File: config.mk
export PLATFORM = sky130hd
export DESIGN_NAME = seg7_scanner
export DESIGN_NICKNAME = d
export VERILOG_FILES = /design/src/rtl/seg7_pkg.sv /design/src/rtl/seg7_decode.sv /design/src/rtl/seg7_scanner.sv
export SDC_FILE = /design/constraint.sdc
export NUM_CORES = 1
export LEC_CHECK = 0
export ABC_AREA = 1
export CAP_MARGIN = 30
export CORE_ASPECT_RATIO = 1.1
export CORE_UTILIZATION = 47
export CTS_BUF_LIST = sky130_fd_sc_hd__clkbuf_2
export CTS_CLUSTER_DIAMETER = 200
export CTS_CLUSTER_SIZE = 24
export DETAILED_ROUTE_END_ITERATION = 10
export PLACE_DENSITY = 0.83
export SLEW_MARGIN = 10
export SYNTH_ARGS = -nofsm -noshare
export SYNTH_HDL_FRONTEND = slang
export SYNTH_HIERARCHICAL = 1
export SYNTH_SLANG_ARGS = --single-unit
File: constraint.sdc
create_clock -name clk -period 6.21 [get_ports clk]
set_input_delay 0.9315 -clock clk [delete_from_list [all_inputs] [get_ports clk]]
set_output_delay 0.9315 -clock clk [all_outputs]
set_load 0.05 [all_outputs]
File: src/rtl/seg7_pkg.sv
// ---------------------------------------------------------------------------
// seg7_pkg
// Shared constants and helpers for seven-segment display blocks.
//   SEG_OFF    : all segments dark (active-high internal form gfedcba)
//   SEG_MINUS  : only segment g lit
//   HEX_SEG    : 16-entry hex-to-segment table, active-high, index = nibble
//   idx_width  : bit width of a digit index counter for a given digit count
// ---------------------------------------------------------------------------
package seg7_pkg;

  localparam logic [6:0] SEG_OFF   = 7'b0000000;
  localparam logic [6:0] SEG_MINUS = 7'b1000000;

  // Element 0 is listed first; bit order is {g,f,e,d,c,b,a}.
  localparam logic [6:0] HEX_SEG [16] = '{
    7'b0111111,  // 0
    7'b0000110,  // 1
    7'b1011011,  // 2
    7'b1001111,  // 3
    7'b1100110,  // 4
    7'b1101101,  // 5
    7'b1111101,  // 6
    7'b0000111,  // 7
    7'b1111111,  // 8
    7'b1101111,  // 9
    7'b1110111,  // A
    7'b1111100,  // b
    7'b0111001,  // C
    7'b1011110,  // d
    7'b1111001,  // E
    7'b1110001   // F
  };

  // A one-bit counter is still needed for two digits, so clamp at 1.
  function automatic int idx_width(input int digits);
    return (digits <= 2) ? 1 : $clog2(digits);
  endfunction

endpackage

File: src/rtl/seg7_decode.sv
// ---------------------------------------------------------------------------
// seg7_decode
// Combinational hex nibble to seven-segment decoder (active-high output).
// Ports:
//   nibble : in  [3:0] hex digit to display
//   seg    : out [6:0] segments {g,f,e,d,c,b,a}, 1 = lit
// ---------------------------------------------------------------------------
module seg7_decode
  import seg7_pkg::*;
(
  input  logic [3:0] nibble,
  output logic [6:0] seg
);

  assign seg = HEX_SEG[nibble];

endmodule

File: src/rtl/seg7_scanner.sv
// ---------------------------------------------------------------------------
// seg7_scanner
// Time-multiplexed seven-segment display driver. Each rising edge of
// scan_clk (sampled as data in the clk domain) advances the lit digit.
// All display outputs are registered.
// Parameters:
//   DIGITS     : number of multiplexed digits (2..8)
//   ACTIVE_LOW : 1 = anode/seg/dp low-active, 0 = high-active
// Ports:
//   clk       : in  system clock
//   rst       : in  asynchronous active-high reset
//   scan_clk  : in  divided scan clock, synchronous to clk, used as data
//   value     : in  [4*DIGITS-1:0] hex nibbles, digit 0 rightmost
//   blank     : in  [DIGITS-1:0] 1 = digit dark
//   neg       : in  leftmost digit shows a minus sign
//   anode     : out [DIGITS-1:0] digit enables, at most one active
//   seg       : out [6:0] cathodes {g,f,e,d,c,b,a}
//   dp        : out decimal point, always inactive
//   digit_idx : out [2:0] current scan index
// ---------------------------------------------------------------------------
module seg7_scanner
  import seg7_pkg::*;
#(
  parameter int DIGITS     = 4,
  parameter bit ACTIVE_LOW = 1'b1
) (
  input  logic                  clk,
  input  logic                  rst,
  input  logic                  scan_clk,
  input  logic [4*DIGITS-1:0]   value,
  input  logic [DIGITS-1:0]     blank,
  input  logic                  neg,
  output logic [DIGITS-1:0]     anode,
  output logic [6:0]            seg,
  output logic                  dp,
  output logic [2:0]            digit_idx
);

  localparam int IDX_W = idx_width(DIGITS);
  localparam logic [IDX_W-1:0] LAST_IDX = IDX_W'(DIGITS - 1);

  // XOR masks applied at the register input to get the pin polarity.
  localparam logic [DIGITS-1:0] ANODE_POL = {DIGITS{ACTIVE_LOW}};
  localparam logic [6:0]        SEG_POL   = {7{ACTIVE_LOW}};

  // -------------------------------------------------------------------------
  // Edge detect on scan_clk: only rising edges advance the scan.
  // -------------------------------------------------------------------------
  logic scan_q_reg;
  logic step;

  assign step = scan_clk & ~scan_q_reg;

  // -------------------------------------------------------------------------
  // Digit index counter, wraps at DIGITS-1.
  // -------------------------------------------------------------------------
  logic [IDX_W-1:0] idx_reg;
  logic [IDX_W-1:0] idx_next;

  always_comb begin
    idx_next = idx_reg;
    if (step) begin
      idx_next = (idx_reg == LAST_IDX) ? '0 : idx_reg + IDX_W'(1);
    end
  end

  always_ff @(posedge clk or posedge rst) begin
    if (rst) begin
      scan_q_reg <= 1'b0;
      idx_reg    <= '0;
    end else begin
      scan_q_reg <= scan_clk;
      idx_reg    <= idx_next;
    end
  end

  assign digit_idx = 3'(idx_reg);

  // -------------------------------------------------------------------------
  // Digit select. An index that does not map to a digit is treated as
  // blank, so no anode can ever light for it.
  // -------------------------------------------------------------------------
  logic [3:0] nibble_sel;
  logic       digit_blank;

  always_comb begin
    nibble_sel  = 4'h0;
    digit_blank = 1'b1;
    for (int i = 0; i < DIGITS; i++) begin
      if (idx_reg == IDX_W'(i)) begin
        nibble_sel  = value[4*i +: 4];
        digit_blank = blank[i];
      end
    end
  end

  logic [6:0] dec_seg;

  seg7_decode u_decode (
    .nibble (nibble_sel),
    .seg    (dec_seg)
  );

  // Active-high segment pattern for the selected digit.
  logic [6:0] seg_hi;

  always_comb begin
    if (digit_blank) begin
      seg_hi = SEG_OFF;
    end else if (neg && (idx_reg == LAST_IDX)) begin
      seg_hi = SEG_MINUS;
    end else begin
      seg_hi = dec_seg;
    end
  end

  // Active-high one-hot anode; all zero when the digit is blanked.
  logic [DIGITS-1:0] anode_hi;

  generate
    for (genvar gi = 0; gi < DIGITS; gi++) begin : g_anode
      assign anode_hi[gi] = ~digit_blank & (idx_reg == IDX_W'(gi));
    end
  endgenerate

  // -------------------------------------------------------------------------
  // Output registers with polarity applied. Reset values are the inactive
  // level for the chosen polarity, so the display goes dark immediately.
  // -------------------------------------------------------------------------
  logic [DIGITS-1:0] anode_reg;
  logic [6:0]        seg_reg;
  logic              dp_reg;

  always_ff @(posedge clk or posedge rst) begin
    if (rst) begin
      anode_reg <= ANODE_POL;
      seg_reg   <= SEG_OFF ^ SEG_POL;
      dp_reg    <= ACTIVE_LOW;
    end else begin
      anode_reg <= anode_hi ^ ANODE_POL;
      seg_reg   <= seg_hi ^ SEG_POL;
      dp_reg    <= ACTIVE_LOW;
    end
  end

  assign anode = anode_reg;
  assign seg   = seg_reg;
  assign dp    = dp_reg;

endmodule
Word-level counts from Yosys, hierarchy flattened:

Memory sizes are Yosys's and may differ from the RTL's.
Index checks and enable logic that the tools add are counted.

* memory bits (read-only): 112
* logic and storage cells: 35
* memories: 1
* register bits: 14
* input bits: 24

Memories
* (no name shown): depth 16, width 7, read ports 1, clocked after Yosys merged registers in 0, wr ports 0, RTL line seg7_decode.sv:15 `assign seg = HEX_SEG[nibble];`

* eq/ne operators: 3
* magnitude comparators: 1
* mux-type cells: 13
* bitwise operators: 10
* reductions and logical operators: 2
* add/subtract/negate cells: 1

Operators by type and width (number)
* $mux 7: 4
* $mux 4: 4
* $not 7->7: 1
* $and 1x1->1: 5
* $ge 5x5->1 const B: 1
* $not 4->5: 1
* $eq 2x2->1 const B: 2
* $mux 1: 4
* $not 4->4: 1
* $add 2x1->2 const B: 1
* $eq 2x1->1 const B: 1
* $logic_not 2->1: 1
* $mux 2: 1
* $not 1->1: 2
* $logic_and 1x1->1: 1

Longest topological paths before layout:

* word-level depth: 12
* depth in mapped cells: 18

By module:

Netlist, hierarchy kept.

By module, submodules not included
* seg7_scanner: instances 1, area each 852.1 um2, cells an instance 103, seq. area each 364.1 um2
* seg7_decode: instances 1, area each 270.3 um2, cells an instance 52, seq. area each 0.0 um2

Least setup slack after synthesis:

OpenSTA, ideal clock, no wires.

* path type: reg2reg
* start point: register idx_reg[1]
* end point: register seg_reg[3] (netlist: seg[3])
* cell stages (with the launch flop): 18
* data arrival time: 2.415 ns
* path slack: 3.709 ns
* cell sequence: dfrtp_1 -> inv_1 -> ha_1 -> buf_4 -> nor2_1 -> nand2_1 -> nand2_1 -> nand3_1 -> nand2_1 -> inv_1 -> ha_1 -> nand2_1 -> o21ai_0 -> nand2_1 -> nand2_1 -> inv_1 -> nor2_1 -> nand3_2

* word-level cells in the longest chain between the ends: 12
* elaborated cells on any way between the ends: 20
* classes of those cells: eq/ne: 3; mux: 12; bitwise: 2; reduce/logical: 2; memory: 1

Ends and longest elaborated chain
* start, declared: RTL line seg7_scanner.sv:57 `logic [IDX_W-1:0] idx_reg;`
* start signal, assigned: RTL line seg7_scanner.sv:73 `idx_reg <= idx_next;`
* $logic_not 2->1: RTL line seg7_scanner.sv:90 `if (idx_reg == IDX_W'(i)) begin`
* $mux 4 (3 in a row): RTL line seg7_scanner.sv:90
* $mux 4 *: RTL line seg7_scanner.sv:90
* via nibble_sel[1]: RTL line seg7_scanner.sv:83 `logic [3:0] nibble_sel;`
* $not 4->5 (not written as such) *: RTL line seg7_decode.sv:15
* $mem_v2 16x7 *
* $mux 7 (not written as such) * (2 in a row): RTL line seg7_decode.sv:15
* via dec_seg[3]: RTL line seg7_scanner.sv:97 `logic [6:0] dec_seg;`
* $mux 7 *: RTL line seg7_scanner.sv:110 `end else if (neg && (idx_reg == LAST_IDX)) begin`
* $mux 7 *: RTL line seg7_scanner.sv:108 `if (digit_blank) begin`
* $not 7->7 (no source line) *
* end signal, assigned: RTL line seg7_scanner.sv:137 `seg_reg <= SEG_OFF ^ SEG_POL;`
* end signal, assigned: RTL line seg7_scanner.sv:141 `seg_reg <= seg_hi ^ SEG_POL;`
* end, declared: RTL line seg7_scanner.sv:131 `logic [6:0] seg_reg;`

Mark *: on every way through the listed nets, which the timed path passes. The rest lies on a longest branch. The select of a mux whose other input is x is not followed.
A chain may end at the register's enable or synchronous reset.

Worst setup path after layout:

* start point: register anode_reg[2] (netlist: anode[2])
* end point: output port anode[2]

RTL lines
* start, declared: RTL line seg7_scanner.sv:130 `logic [DIGITS-1:0] anode_reg;`
* start signal, assigned: RTL line seg7_scanner.sv:140 `anode_reg <= anode_hi ^ ANODE_POL;`
* end, declared: RTL line seg7_scanner.sv:33 `output logic [DIGITS-1:0] anode,`

No word-level cell between the ends.

==> impl_metrics.tcl <==
set metrics [dict create \
    crit_type "reg -> out" \
    path_buf_inv 1 \
    maxCapViolations 0 \
    reg2reg_from "idx_reg[1]" \
    nets 224 \
    cts_sinks 14 \
    cp_cell_sequence "clkdlybuf4s50_1" \
    path_clk_slew_ns 0.16 \
    synth_common_cells "nand2_1 (50), inv_1 (22), nand3_1 (12)" \
    switching_share 0.550 \
    p_leak_nw 0.746 \
    avgSynthCellArea_um2 7.24 \
    core-area_mm2 0.00225 \
    num_rows 18 \
    drv_slew 0 \
    start_util 0.498 \
    ant_nets 0 \
    arrival_ns 1.63 \
    place_congestion 0.825 \
    drc_errors 0 \
    cts_setup_buffers 0 \
    diodes 0 \
    startpoint_type "flop" \
    grt.met2_usage 0.352 \
    min-delay-start "scan_q_reg" \
    maxSlewHeadroom 0.659 \
    wirelength_mm 2.19 \
    hold_path_class "reg -> reg" \
    die-height_um 53.3 \
    final-setup-viol-count 0 \
    yosysSeqAreaShare 0.324 \
    via_per_inst 4.67 \
    cts_hold_buf 0 \
    port_buffers 36 \
    ys.warnings.count 6 \
    hpwl_mm 1.78 \
    powerDensity_mw_per_mm2 582 \
    tritoncts.num_buffers 3 \
    die_area_mm2 0.00259 \
    grt_first_pass_wirelength_mm 3.58 \
    startpoint "anode[2]" \
    combPwrFrac 0.767 \
    hold_viol 0 \
    grt_use_met1 0.203 \
    p_int_w 0.000388 \
    path_max_fanout 1 \
    rsz0062_at_grt "false" \
    grt-ovfl-total 0 \
    power_frac_seq 0.179 \
    cp_slowest_stage_delay_ns 0.79 \
    wl_per_cell_um 10.1 \
    h-tree-depth 1 \
    end_kind "output port" \
    synth_cells 155 \
    ctsResizeCount 0 \
    period_share 0.413 \
    syn-cell-area_mm2 0.00112 \
    grtUsageTotal 0.178 \
    syn-num-nets 190 \
    cts_tree "built" \
    cp.required_ns 5.28 \
    dr_total_vias 1019 \
    synthTopCellsByArea "dfstp_2 (26%), nand2_1 (17%), ha_1 (12%), nand3_2 (8.0%), inv_1 (7.4%)" \
    tns_ns 0 \
    synth_top_area_share 0.258 \
    grt-busiest-layer "met2" \
    synth_top_area_cell "dfstp_2" \
    async_flop_share 1.00 \
    vdd_drop_max_uv 291 \
    pin_count 39 \
    ys_types 19 \
    antenna_found_initial 0 \
    synth-seq-cells 14 \
    crit_family "buffers and inverters" \
    detail_route.first_pass.iterations 4 \
    cts_buffer_depth 2 \
    die_x_um 48.6 \
    clock_skew_ns 0.0345 \
    max_slew.worst_pin.slew_ns 0.512 \
    cts_root_buffer "clkbuf_2" \
    status "completed" \
    drt-initial-drc-count 20 \
    use_met3 0.0259 \
    post-route-util 0.658 \
    synth_edf_count 0 \
    power_frac_clock 0.054 \
    grt_max_degree 15 \
    slowest_stage "clkdlybuf4s50_1" \
    grt_pass1_vias 900 \
    largest_reg_flops 7 \
    ys.flop_type "dfstp_2" \
    clkLatencyLatePin_ns 0.29 \
    syn2layout_area_growth_pct 32.1 \
    yosysMostFrequentCell "nand2_1" \
    fmax_ghz 0.390 \
    drive_above_1_share 0.176 \
    switching_power_w 0.000475 \
    min_period_ns 2.56 \
]
worst paths after layout:
path                         endpoint  slack (ns)  cells after the start
setup / recovery             anode[2]        3.65                      1
hold / removal             idx_reg[0]        0.57                      3
setup reg to reg               seg[3]        3.66                     15
hold reg to reg            idx_reg[0]        0.57                      3
max in group asynchronous      seg[0]        4.86                      2
min in group asynchronous  idx_reg[1]        0.94                      2
cells by family (layout without fill, tap and decap cells):
| family | after synthesis | count (layout) | share of synthesized area |
|---|---|---|---|
| flip-flops | 14 | 14 | 0.324 |
| adder cells (fa/ha/maj) | 11 | 11 | 0.123 |
| AND/OR/NAND/NOR | 89 | 89 | 0.379 |
| buffers and inverters | 31 | 64 | 0.132 |
| AO/OA/AOI/OAI | 8 | 8 | 0.0357 |
| other | 2 | 2 | 0.00669 |
power groups by stage:
| stage | sequential [W] | clock (W) | combinational [W] |
|---|---|---|---|
| final | 0.000155 | 0.0000464 | 0.000663 |
| after global routing | 0.000159 | 0.0000489 | 0.000740 |
| after CTS | 0.000155 | 0.0000460 | 0.000665 |
| after detailed placement | 0.000157 | 0 | 0.000662 |
| after global placement | 0.000155 | 0 | 0.000641 |
| after floorplan | 0.000268 | 0 | 0.000426 |
per-stage QoR:
| step | power, W | std cells | hold slack, ns | worst slack [ns] | area [um2] |
|---|---|---|---|---|---|
| after floorplan | 0.000694 | 155 | 0.511 | 3.71 | 1120 |
| after global placement | 0.000796 | 214 | 0.538 | 3.44 | 1460 |
| after detailed placement | 0.000819 | 214 | 0.548 | 3.40 | 1460 |
| after CTS | 0.000866 | 218 | 0.572 | 3.65 | 1480 |
| after global routing | 0.000948 | 218 | 0.619 | 3.41 | 1480 |
| final | 0.000864 | 218 | 0.568 | 3.65 | 1480 |
cell usage in the layout, fill, tap and decap left out, drive strengths merged, types with 5 or more instances in the layout:
cell           netlist  final
nor2                11     11
nand2               52     52
or2                  5      5
ha                  11     11
dfstp               11     11
nand3               21     21
clkdlybuf4s50        0     36
inv                 24     24
final cells by class:
type                    instances  area [um2]
fillers                       192         769
inverters                      24        90.1
well taps                      30        37.5
clock buffers                   4        20.0
multi-input cells             110         611
flip-flops and latches         14         364
repair buffers                 36         360
metal layers:
layer  share of wire  vias to the layer above
met5               0                        -
met4               0                        0
met3           0.041                        0
met2            0.52                       36
met1            0.43                      453
li1                -                      530
(Power assumes the default switching activity.)
